$ cat src/rtl/icache_sched_pkg.sv
// Shared types for the i-cache request scheduler: output-stage state and counter sizing.
package icache_sched_pkg;

    typedef enum logic {
        ST_EMPTY = 1'b0,
        ST_FULL  = 1'b1
    } stage_state_t;

    // Width of a counter that must be able to hold the value max_wait.
    function automatic int wait_cnt_width(input int max_wait);
        return (max_wait < 1) ? 1 : $clog2(max_wait + 1);
    endfunction

endpackage

$ cat src/rtl/icache_rr_pick.sv
// Rotate-priority picker: first asserted request at ptr, ptr+1, ... (mod N).
// Purely combinational, zero latency; no flow control of its own.
module icache_rr_pick #(
    parameter int N = 8
) (
    input  logic [N-1:0]         req,
    input  logic [$clog2(N)-1:0] ptr,
    output logic [N-1:0]         onehot,
    output logic [$clog2(N)-1:0] idx,
    output logic                 vld
);
    localparam int W = $clog2(N);

    logic         found;
    logic [W-1:0] cand;

    // N is a power of two, so the W-bit sum wraps modulo N for free.
    always_comb begin
        onehot = '0;
        idx    = '0;
        found  = 1'b0;
        cand   = '0;
        for (int k = 0; k < N; k++) begin
            cand = ptr + W'(k);
            if (!found && req[cand]) begin
                found        = 1'b1;
                idx          = cand;
                onehot[cand] = 1'b1;
            end
        end
    end

    assign vld = |req;

endmodule

$ cat src/rtl/icache_rr_req_sched.sv
// Round-robin i-cache fetch scheduler with starvation override; 1-entry output register, 1 cycle latency,
// refills in the cycle it drains when grant_i is high. Define ICACHE_SCHED_BYPASS_EN for a 0-latency combinational path.
module icache_rr_req_sched
    import icache_sched_pkg::*;
#(
    parameter int N_CORES       = 8,
    parameter int ADDRESS_WIDTH = 32,
    parameter int UID_WIDTH     = 8,
    parameter int MAX_WAIT      = 15
) (
    input  logic                                  clk_i,
    input  logic                                  rst_ni,
    input  logic [N_CORES-1:0]                    request_i,
    input  logic [N_CORES-1:0][ADDRESS_WIDTH-1:0] address_i,
    input  logic [N_CORES-1:0][UID_WIDTH-1:0]     UID_i,
    output logic [N_CORES-1:0]                    grant_o,
    output logic                                  request_o,
    output logic [ADDRESS_WIDTH-1:0]              address_o,
    output logic [UID_WIDTH-1:0]                  UID_o,
    input  logic                                  grant_i,
    output logic                                  starve_o
);
    localparam int                PTR_W    = $clog2(N_CORES);
    localparam int                WAIT_W   = wait_cnt_width(MAX_WAIT);
    localparam logic [WAIT_W-1:0] WAIT_SAT = WAIT_W'(MAX_WAIT);

    logic [PTR_W-1:0]               rr_ptr;
    logic [N_CORES-1:0][WAIT_W-1:0] wait_q;

    logic [N_CORES-1:0] rr_onehot;
    logic [PTR_W-1:0]   rr_idx;
    logic               rr_vld;
    logic [N_CORES-1:0] starve_onehot;
    logic [PTR_W-1:0]   starve_idx;
    logic               starve_sel;
    logic [N_CORES-1:0] win_onehot;
    logic [PTR_W-1:0]   win_idx;
    logic               grant_en;
    logic               up_xfer;

    icache_rr_pick #(
        .N (N_CORES)
    ) u_pick (
        .req    (request_i),
        .ptr    (rr_ptr),
        .onehot (rr_onehot),
        .idx    (rr_idx),
        .vld    (rr_vld)
    );

    // Descending scan so the lowest saturated requester is the one left selected.
    always_comb begin
        starve_onehot = '0;
        starve_idx    = '0;
        starve_sel    = 1'b0;
        for (int i = N_CORES - 1; i >= 0; i--) begin
            if (request_i[i] && (wait_q[i] == WAIT_SAT)) begin
                starve_sel       = 1'b1;
                starve_idx       = PTR_W'(i);
                starve_onehot    = '0;
                starve_onehot[i] = 1'b1;
            end
        end
    end

    assign win_onehot = starve_sel ? starve_onehot : rr_onehot;
    assign win_idx    = starve_sel ? starve_idx : rr_idx;
    assign starve_o   = starve_sel;
    assign grant_o    = (grant_en && rr_vld) ? win_onehot : '0;
    assign up_xfer    = |grant_o;

    always_ff @(posedge clk_i or negedge rst_ni) begin
        if (!rst_ni) begin
            rr_ptr <= '0;
            wait_q <= '0;
        end else begin
            if (up_xfer) begin
                rr_ptr <= win_idx + PTR_W'(1);
            end
            for (int i = 0; i < N_CORES; i++) begin
                if (!request_i[i] || grant_o[i]) begin
                    wait_q[i] <= '0;
                end else if (wait_q[i] != WAIT_SAT) begin
                    wait_q[i] <= wait_q[i] + WAIT_W'(1);
                end
            end
        end
    end

`ifdef ICACHE_SCHED_BYPASS_EN
    // Upstream and downstream handshakes coincide; outputs are forced quiet while in reset.
    assign grant_en  = rst_ni & grant_i;
    assign request_o = rst_ni & rr_vld;
    assign address_o = request_o ? address_i[win_idx] : '0;
    assign UID_o     = request_o ? UID_i[win_idx] : '0;
`else
    stage_state_t             state;
    logic [ADDRESS_WIDTH-1:0] addr_q;
    logic [UID_WIDTH-1:0]     uid_q;

    assign grant_en = rst_ni & ((state == ST_EMPTY) | grant_i);

    always_ff @(posedge clk_i or negedge rst_ni) begin
        if (!rst_ni) begin
            state  <= ST_EMPTY;
            addr_q <= '0;
            uid_q  <= '0;
        end else begin
            case (state)
                ST_EMPTY: begin
                    if (up_xfer) begin
                        state  <= ST_FULL;
                        addr_q <= address_i[win_idx];
                        uid_q  <= UID_i[win_idx];
                    end
                end
                ST_FULL: begin
                    // Drain and refill in the same cycle keeps the bank fed back-to-back.
                    if (grant_i) begin
                        if (up_xfer) begin
                            addr_q <= address_i[win_idx];
                            uid_q  <= UID_i[win_idx];
                        end else begin
                            state <= ST_EMPTY;
                        end
                    end
                end
                default: state <= ST_EMPTY;
            endcase
        end
    end

    assign request_o = (state == ST_FULL);
    assign address_o = addr_q;
    assign UID_o     = uid_q;
`endif

endmodule

$ cat config.mk
export PLATFORM = sky130hd
export DESIGN_NAME = icache_rr_req_sched
export DESIGN_NICKNAME = d
export VERILOG_FILES = /design/src/rtl/icache_sched_pkg.sv /design/src/rtl/icache_rr_pick.sv /design/src/rtl/icache_rr_req_sched.sv
export SDC_FILE = /design/constraint.sdc
export NUM_CORES = 1
export LEC_CHECK = 0
export BUFFER_PORTS_ARGS = -buffer_cell sky130_fd_sc_hd__buf_2
export CORE_AREA = 3 3 146 148
export DETAILED_ROUTE_END_ITERATION = 12
export DIE_AREA = 0 0 149 151
export PLACE_DENSITY = 0.81
export SETUP_SLACK_MARGIN = 0.1
export SLEW_MARGIN = 20
export SYNTH_ARGS = -nofsm -noshare
export SYNTH_HDL_FRONTEND = slang
export SYNTH_SLANG_ARGS = --single-unit
$ cat constraint.sdc
create_clock -name clk_i -period 7.3 [get_ports clk_i]
set_input_delay 1.825 -clock clk_i [delete_from_list [all_inputs] [get_ports clk_i]]
set_output_delay 1.825 -clock clk_i [all_outputs]
set_load 0.1 [all_outputs]
==> impl_metrics.json, run 1 <==
{
  "run_status": "finished clean",
  "max_cap_violations": 0,
  "first_pass_iters": 6,
  "finalWirelength_um": 33400,
  "clock_tree.buffer_depth": 2,
  "cts_repair_resize_count": 0,
  "post_cts_hold_buffer_count": 0,
  "clkTransAtPathRegs_ns": 0.06,
  "fin_setup_tns_ns": 0,
  "die_width_um": 149,
  "layout.cells.most_common": "buf_2",
  "startpoint_type": "primary input",
  "min_delay_path_depth": 2,
  "h-tree-depth": 3,
  "top_layer_used": "met5",
  "seq_cells_post_synth": 76,
  "finish.net_count": 1638,
  "via_count_of_the_first_global_routing_pass": 8610,
  "synth_top_cell_by_area": "dfrtp_1",
  "globalRoute.totalOverflow": 0,
  "layout_skew_ns": 0.0126,
  "timing.fmax_mhz": 145,
  "core.rowCount": 52,
  "synth_cell_types": 77,
  "fraction_of_layout_cells_with_a_size_suffix_above_1_pct": 38.5,
  "count_of_pins_on_the_block_boundary": 381,
  "slew_headroom_pct": 28.5,
  "clkSinkCount": 76,
  "grt_start_max_net_pins": 71,
  "number_of_buffers_inserted_during_clock_tree_synthesis": 9,
  "period_share_pct": 94.7,
  "synth-main-ff-cell": "dfrtp_1",
  "place_congestion": 0.944,
  "drc": 0,
  "post_cts.repair.setup_buffers": 0,
  "cts_root_buffer": "clkbuf_16",
  "synth-async-reset-ratio_pct": 100,
  "nFillCells": 1898,
  "timing_worst_setup_path_type": "in2out",
  "yosysWarningCount": 0,
  "worst_pin_slew_ns": 1.07,
  "post_drt_via_cell_ratio": 5.85,
  "fp.dieArea_um2": 22500,
  "class_of_the_tightest_hold_or_removal_check": "reg2reg",
  "port_buffers": 380,
  "grt_setup_unrepaired": "no",
  "cp.arrival_ns": 5.08,
  "grt_util_all_layers_pct": 28.0,
  "m1WireLength_um": 13400,
  "synth_top_area_share_pct": 23.7,
  "synthTopCellsByArea": "dfrtp_1 24%, nand2_1 10%, a32o_1 9.9%, o31ai_4 8.0%, mux2i_1 7.4%",
  "mappedNetlistArea_um2": 8020,
  "fin_crit_ns": 6.91,
  "die_height_um": 151,
  "cts_tree": "yes",
  "critical_path_peak_fanout": 10,
  "ys_seq_area_share_pct": 23.7,
  "cp-end-kind": "output port",
  "report.final.slew_viol_count": 0,
  "synth_nets": 1302,
  "grt_first_pass_wirelength_um": 49000,
  "vias": 9207,
  "initial_antenna_violation_count": 9,
  "insertion_delay_ns": 0.35,
  "synthesis.instances": 956,
  "met3_wirelength_um": 2580,
  "r2r.worst_path.cells": 14,
  "routedWlPerCell_um": 21.2,
  "start_util_pct": 39.8,
  "antenna_violating_nets_post_route": 0,
  "commonest_non_fill_non_tap_cells_in_the_layout": "377 x buf_2, 223 x nand2_1, 79 x a32o_1",
  "setup_viol": 0,
  "required_ns": 5.48,
  "post-dp-hpwl_um": 26000,
  "count_of_flip_flops_with_a_built_in_enable_after_synthesis": 0,
  "final_count_of_hold_timing_violations": 0,
  "placeableCoreArea_um2": 20200,
  "detailroute.wirelength.met2_um": 16500,
  "avgSynthCellArea_um2": 8.39,
  "drt_iter0_markers": 1068,
  "layout-area-overhead-vs-synth_pct": 31.2
}
-- registers in the layout, indices dropped and copies added, names as in the netlist --
register / cells
address_o: 32
wait_q: 32
UID_o: 8
rr_ptr: 3
request_o: 1
-- cell type report --
type                    count  area [µm²]  area share (%)
multi-input cells         786        5740            54.6
repair buffers            404        2140            20.3
flip-flops and latches     76        1900            18.1
well taps                 270         338            3.21
clock buffers              10         229            2.18
clock inverters             6        95.1           0.904
inverters                  15        56.3           0.535
diodes                      6        15.0           0.143
-- worst max-delay path, cell delays in order --
cell	delay [ns]
buf_2	0.17
mux4_2	0.62
mux2i_2	0.44
nand4_1	0.31
nor4_2	0.47
nor3_1	0.13
o311ai_1	0.51
and2_1	0.38
buf_12	0.22
-- logic make-up (layout without fill, tap and decap cells) --
family	after synthesis	count (layout)	synth area share, %
adder cells (fa/ha/maj)	15	15	2.34
flip-flops	76	76	23.7
buffers and inverters	94	435	5.54
multiplexers	82	82	12.5
XOR/XNOR	11	11	1.30
AND/OR/NAND/NOR	420	420	23.1
AO/OA/AOI/OAI	258	258	31.4
other	0	6	0
-- through the flow --
step                      util [%]  instances  hold slack (ns)  worst slack, ns  instance area [µm²]
after floorplan                  -        956            0.492            0.149                 8020
after global placement        50.5       1551            0.479            0.468                10200
after detailed placement      50.5       1551            0.489            0.459                10200
after CTS                     52.1       1567            0.501            0.441                10500
after global routing          52.1       1573            0.531            0.145                10500
final                         52.1       1573            0.499            0.390                10500
-- path summary, 6_finish.rpt --
kind	startpoint	slack, ns	endpoint
worst min-delay path	UID_o[4]$_DFFE_PN0P_	0.50	UID_o[4]$_DFFE_PN0P_
max in group asynchronous	rst_ni	4.85	UID_o[5]$_DFFE_PN0P_
worst max register to register	rr_ptr[0]$_DFFE_PN0P_	1.67	UID_o[5]$_DFFE_PN0P_
worst max-delay path	request_i[7]	0.39	grant_o[6]
worst min register to register	UID_o[4]$_DFFE_PN0P_	0.50	UID_o[4]$_DFFE_PN0P_
min in group asynchronous	rst_ni	1.43	wait_q[17]$_DFFE_PN0P_
-- synthesized netlist by cell type, drive strengths merged (4+ instances only) --
cell and instances:
nand2b 11, inv 15, xnor2 9, o211ai 6, clkbuf 48, a2111oi 5
a21oi 53, ha 15, mux2i 61, buf 31, and2 4, nor2 54
o21ai 16, o31ai 41, dfrtp 76, or4 5, mux2 8, nand3 64
nor3 25, a31oi 10, nor2b 4, o41ai 4, nand2 223, a2bb2oi 4
a211oi 6, nor3b 5, nand4 16, a32o 79, mux4 13
-- per-layer routing --
layer	global-route usage, %	vias to the layer above
li1	-	4296
met1	37.2	4371
met2	45.1	472
met3	5.27	64
met4	11.0	4
met5	0	-
Power of run 1 is left out: the tool's default activity adds up to more than one toggle a clock period on the data nets, which glitch-free logic cannot reach.
==> run 2: changes to the inputs <==
--- a/config.mk
+++ b/config.mk
@@ -6,10 +6,11 @@
 export NUM_CORES = 1
 export LEC_CHECK = 0
 export BUFFER_PORTS_ARGS = -buffer_cell sky130_fd_sc_hd__buf_2
-export CORE_AREA = 3 3 146 148
+export CORE_AREA = 3 3 148 150
+export CTS_BUF_LIST = sky130_fd_sc_hd__clkbuf_8
 export DETAILED_ROUTE_END_ITERATION = 12
-export DIE_AREA = 0 0 149 151
-export PLACE_DENSITY = 0.81
+export DIE_AREA = 0 0 151 153
+export PLACE_DENSITY_LB_ADDON = 0.3
 export SETUP_SLACK_MARGIN = 0.1
 export SLEW_MARGIN = 20
 export SYNTH_ARGS = -nofsm -noshare
==> run 2 against run 1 <==
Cell count grew 0.38%. Critical path type unchanged. Critical endpoint is now grant_o[4]. Global-route usage increased by 2.0 points. Final area decreased by 0.77%. Worst setup slack lost 0.029 ns. Core utilization shrank 2.0 points. Critical path depth fell by 1.
==> impl_metrics.json, run 2 (synthesis results as in run 1) <==
{
  "run_status": "finished clean",
  "fin_setup_tns_ns": 0,
  "fin_crit_ns": 6.94,
  "clkSinkCount": 76,
  "antenna_violating_nets_post_route": 0,
  "grt_start_max_net_pins": 68,
  "layout_skew_ns": 0.0121,
  "timing_worst_setup_path_type": "in2out",
  "timing.fmax_mhz": 144,
  "post-dp-hpwl_um": 28400,
  "worst_pin_slew_ns": 1.12,
  "drc": 0,
  "finalWirelength_um": 36100,
  "count_of_pins_on_the_block_boundary": 381,
  "core.rowCount": 53,
  "required_ns": 5.48,
  "placed_cell_area_um2": 10200,
  "max_cap_violations": 0,
  "period_share_pct": 95.1,
  "cp-end-kind": "output port",
  "report.final.slew_viol_count": 0,
  "layout.cells.most_common": "buf_2",
  "layout-area-overhead-vs-synth_pct": 30.2,
  "final_count_of_hold_timing_violations": 0,
  "cts_repair_resize_count": 0,
  "cts_tree": "yes",
  "start_util_pct": 38.5,
  "grt_first_pass_wirelength_um": 52900,
  "final.setup.worst_slack_ns": 0.361,
  "grt_util_all_layers_pct": 29.9,
  "first_pass_iters": 5,
  "fraction_of_layout_cells_with_a_size_suffix_above_1_pct": 38.6,
  "critical_path_peak_fanout": 10,
  "placeableCoreArea_um2": 20800,
  "startpoint_type": "primary input",
  "commonest_non_fill_non_tap_cells_in_the_layout": "377 x buf_2, 223 x nand2_1, 79 x a32o_1",
  "finalInstanceArea_um2": 10400,
  "insertion_delay_ns": 0.38,
  "drt_iter0_markers": 781,
  "finish.net_count": 1638,
  "fin_worst_hold_slack_ns": 0.508,
  "clkTransAtPathRegs_ns": 0.09,
  "slew_headroom_pct": 25.2,
  "minimum_setup_slack_after_placement_ns": 0.454,
  "setup_viol": 0,
  "number_of_buffers_inserted_during_clock_tree_synthesis": 9,
  "vias": 9285,
  "die_width_um": 151,
  "via_count_of_the_first_global_routing_pass": 8905,
  "port_buffers": 380,
  "clock_tree.buffer_depth": 2,
  "post_cts.repair.setup_buffers": 0,
  "cp.arrival_ns": 5.11,
  "fp.dieArea_um2": 23100,
  "post_drt_via_cell_ratio": 5.88,
  "nFillCells": 2073,
  "h-tree-depth": 3,
  "routedWlPerCell_um": 22.8,
  "globalRoute.totalOverflow": 0,
  "cts_root_buffer": "clkbuf_8",
  "die_height_um": 153,
  "class_of_the_tightest_hold_or_removal_check": "reg2reg",
  "post_cts_hold_buffer_count": 0,
  "initial_antenna_violation_count": 15,
  "ff2ff_setup_slack_ns": 2.23,
  "grt_setup_unrepaired": "no",
  "place_congestion": 0.984
}
==> run 2: per-layer routing <==
layer	vias up	routed length (µm)	global-route usage [%]
met5	-	126	0
met4	18	1090	10.8
met3	71	3190	7.68
met2	399	16500	45.4
met1	4487	15200	41.2
li1	4310	-	-
==> run 2: path summary, 6_finish.rpt <==
check | start | to | cells past startpoint
hold reg to reg | UID_o[5]$_DFFE_PN0P_ | UID_o[5]$_DFFE_PN0P_ | 2
min in group asynchronous | rst_ni | wait_q[20]$_DFFE_PN0P_ | 1
setup / recovery | request_i[7] | grant_o[4] | 8
max in group asynchronous | rst_ni | address_o[2]$_DFFE_PN0P_ | 2
setup reg to reg | rr_ptr[0]$_DFFE_PN0P_ | address_o[9]$_DFFE_PN0P_ | 11
hold / removal | UID_o[5]$_DFFE_PN0P_ | UID_o[5]$_DFFE_PN0P_ | 2
==> run 2: worst max-delay path, cell delays in order <==
cell and delay, ns:
buf_2 0.16, mux4_2 0.61, mux2i_2 0.40, nand4_1 0.36
o41ai_1 0.56, o41ai_1 0.17, a311oi_2 0.49, buf_2 0.52
==> run 2: area by class of cell <==
cell class / count / area [µm²] / area share [%]
diodes: 7 / 17.5 / 0.168
clock buffers: 13 / 179 / 1.71
clock inverters: 3 / 42.5 / 0.408
inverters: 15 / 56.3 / 0.540
multi-input cells: 786 / 5740 / 55.0
flip-flops and latches: 76 / 1900 / 18.2
well taps: 275 / 344 / 3.30
repair buffers: 404 / 2150 / 20.6
==> run 2: metrics by stage <==
stage	cells	utilization, %
finish	1579	50.1
global route	1576	50.1
CTS	1572	50.0
detailed placement	1556	49.0
global placement	1556	49.0
floorplan	956	-
Power of run 2 is left out for the same reason.
==> run 3: changes to the inputs <==
==> constraint.sdc (replaced) <==
create_clock -name clk_i -period 7.3 [get_ports clk_i]
set_input_delay 1.46 -clock clk_i [delete_from_list [all_inputs] [get_ports clk_i]]
set_output_delay 1.46 -clock clk_i [all_outputs]
set_load 0.1 [all_outputs]
==> run 3 against run 2 <==
Cell count fell by 0.38%. Wire length is 2.7% lower. Critical endpoint is now grant_o[7]. Flip-flop and latch count unchanged. Critical path depth increased by 2. Register-to-register slack got worse by 0.29 ns. First-iteration DRC count is 5.9% lower. Worst setup slack gained 0.51 ns. Global-route usage fell by 0.89 points. Via count shrank 1.3%. Non-clock buffer count is 6 lower. Clock-buffer cell count down 2.
==> impl_metrics.json, run 3 (synthesis results as in run 1) <==
{
  "run_status": "finished clean",
  "layout_skew_ns": 0.0243,
  "nFillCells": 2049,
  "post-dp-hpwl_um": 27500,
  "insertion_delay_ns": 0.39,
  "cpMostUsedCell": "and4_1",
  "fp.dieArea_um2": 23100,
  "globalRouteMet3Util_pct": 6.55,
  "max_cap_violations": 0,
  "ff2ff_setup_slack_ns": 1.94,
  "r2r.worst_path.cells": 11,
  "critical_path_peak_fanout": 20,
  "start_util_pct": 38.5,
  "cp.arrival_ns": 4.97,
  "startpoint_type": "flip-flop",
  "grt_start_max_net_pins": 78,
  "drt_iter0_markers": 735,
  "post_drt_via_cell_ratio": 5.82,
  "required_ns": 5.84,
  "commonest_non_fill_non_tap_cells_in_the_layout": "379 x buf_2, 223 x nand2_1, 79 x a32o_1",
  "layout-area-overhead-vs-synth_pct": 28.7,
  "fraction_of_layout_cells_with_a_size_suffix_above_1_pct": 38.2,
  "crit_path_cell_trace": "inv_2, ha_1, mux4_2, mux2i_2, and4_1, and4_1, nor3_1, a2111oi_1, and2_1, buf_2",
  "setup.worst_path.end": "grant_o[7]",
  "r2r-start": "rr_ptr[0]$_DFFE_PN0P_",
  "total_area_of_multi_input_combinational_cells_um2": 5740,
  "grt_setup_unrepaired": "no",
  "gr-usage-met2_pct": 45.2,
  "die_width_um": 151,
  "period_share_pct": 88.0,
  "number_of_buffers_inserted_during_clock_tree_synthesis": 9,
  "critPathTopFamily": "simple AND/OR/NAND/NOR gates",
  "grt_first_pass_wirelength_um": 51800,
  "timing_worst_setup_path_type": "reg2out",
  "vias": 9160,
  "port_buffers": 380,
  "placed_cell_area_um2": 10100,
  "cts_root_buffer": "clkbuf_8",
  "first_pass_iters": 5,
  "clock_tree.buffer_depth": 2,
  "finalWirelength_um": 35100,
  "layout.cells.most_common": "buf_2",
  "slowest_stage": "a2111oi_1",
  "class_of_the_tightest_hold_or_removal_check": "reg2reg",
  "cts_tree": "yes",
  "min_delay_path_depth": 2,
  "setup_viol": 0,
  "critical_path_depth": 10,
  "globalRoute.busiestLayer": "met2",
  "timing.fmax_mhz": 156,
  "cts_repair_resize_count": 0,
  "crit_path_start": "rr_ptr[0]$_DFFE_PN0P_",
  "report.final.slew_viol_count": 0,
  "placeableCoreArea_um2": 20800,
  "grt_util_all_layers_pct": 29.0,
  "count_of_pins_on_the_block_boundary": 381,
  "h-tree-depth": 3,
  "area.sequential_um2": 1900,
  "post_cts_hold_buffer_count": 0,
  "worstPathBufferInverterCount": 2,
  "antenna_violating_nets_post_route": 0,
  "gr-usage-met1_pct": 39.9,
  "via_count_of_the_first_global_routing_pass": 8857,
  "final_count_of_hold_timing_violations": 0,
  "place_congestion": 0.942,
  "cp-end-kind": "output port",
  "finalInstanceArea_um2": 10300,
  "clkTransAtPathRegs_ns": 0.09,
  "clkSinkCount": 76,
  "globalRoute.totalOverflow": 0,
  "routedWlPerCell_um": 22.3,
  "slowest_delay_ns": 0.69,
  "initial_antenna_violation_count": 11,
  "drc": 0,
  "finish.net_count": 1632,
  "post_cts.repair.setup_buffers": 0,
  "die_height_um": 153,
  "r2r_end": "UID_o[3]$_DFFE_PN0P_",
  "slew_headroom_pct": 26.5,
  "core.rowCount": 53,
  "fin_crit_ns": 6.43,
  "fin_setup_tns_ns": 0,
  "worst_pin_slew_ns": 1.10
}
run 3: cell types whose count changed in the layout (fill, tap and decap cells not counted), sizes merged:
cell,delta
buf,-6
bufinv,-1
clkinv,+1
clkbuf,-2
inv,+1
clkinvlp,+1
run 3: worst min-delay path, delay by kind of cell, from the launching register on:
kind / cells / cell delay (ns)
flops: 1 / 0.34
compound gates: 1 / 0.06
simple gates: 1 / 0.08
run 3: worst min-delay path by stage:
stage	startpoint	to
final	UID_o[0]$_DFFE_PN0P_	UID_o[0]$_DFFE_PN0P_
after detailed placement	UID_o[5]$_DFFE_PN0P_	UID_o[5]$_DFFE_PN0P_
after global placement	UID_o[5]$_DFFE_PN0P_	UID_o[5]$_DFFE_PN0P_
after CTS	UID_o[5]$_DFFE_PN0P_	UID_o[5]$_DFFE_PN0P_
after global routing	UID_o[7]$_DFFE_PN0P_	UID_o[7]$_DFFE_PN0P_
after floorplan	wait_q[19]$_DFFE_PN0P_	wait_q[19]$_DFFE_PN0P_
run 3: per-stage QoR:
| stage | hold slack (ns) | std cells | util [%] | worst slack, ns |
|---|---|---|---|---|
| 6_report | 0.513 | 1573 | 49.6 | 0.873 |
| 5_1_grt | 0.539 | 1572 | 49.5 | 0.585 |
| 3_3_place_gp | 0.484 | 1550 | 48.6 | 0.936 |
| 4_1_cts | 0.514 | 1566 | 49.5 | 0.935 |
| 2_1_floorplan | 0.492 | 956 | - | 0.706 |
| 3_5_place_dp | 0.491 | 1550 | 48.6 | 0.966 |
run 3: final cells by class:
cell class | instances | area share, %
multi-input combinational | 786 | 55.6
timing repair buffer | 398 | 20.1
sequential | 76 | 18.4
tap | 275 | 3.33
clock buffer | 11 | 1.47
inverter | 15 | 0.546
clock inverter | 5 | 0.327
antenna | 7 | 0.170
run 3: routing by layer:
layer | wire length (µm) | vias up
li1 | - | 4290
met1 | 14800 | 4424
met2 | 16500 | 370
met3 | 2740 | 66
met4 | 980 | 10
met5 | 55 | -
Power of run 3 is left out for the same reason.
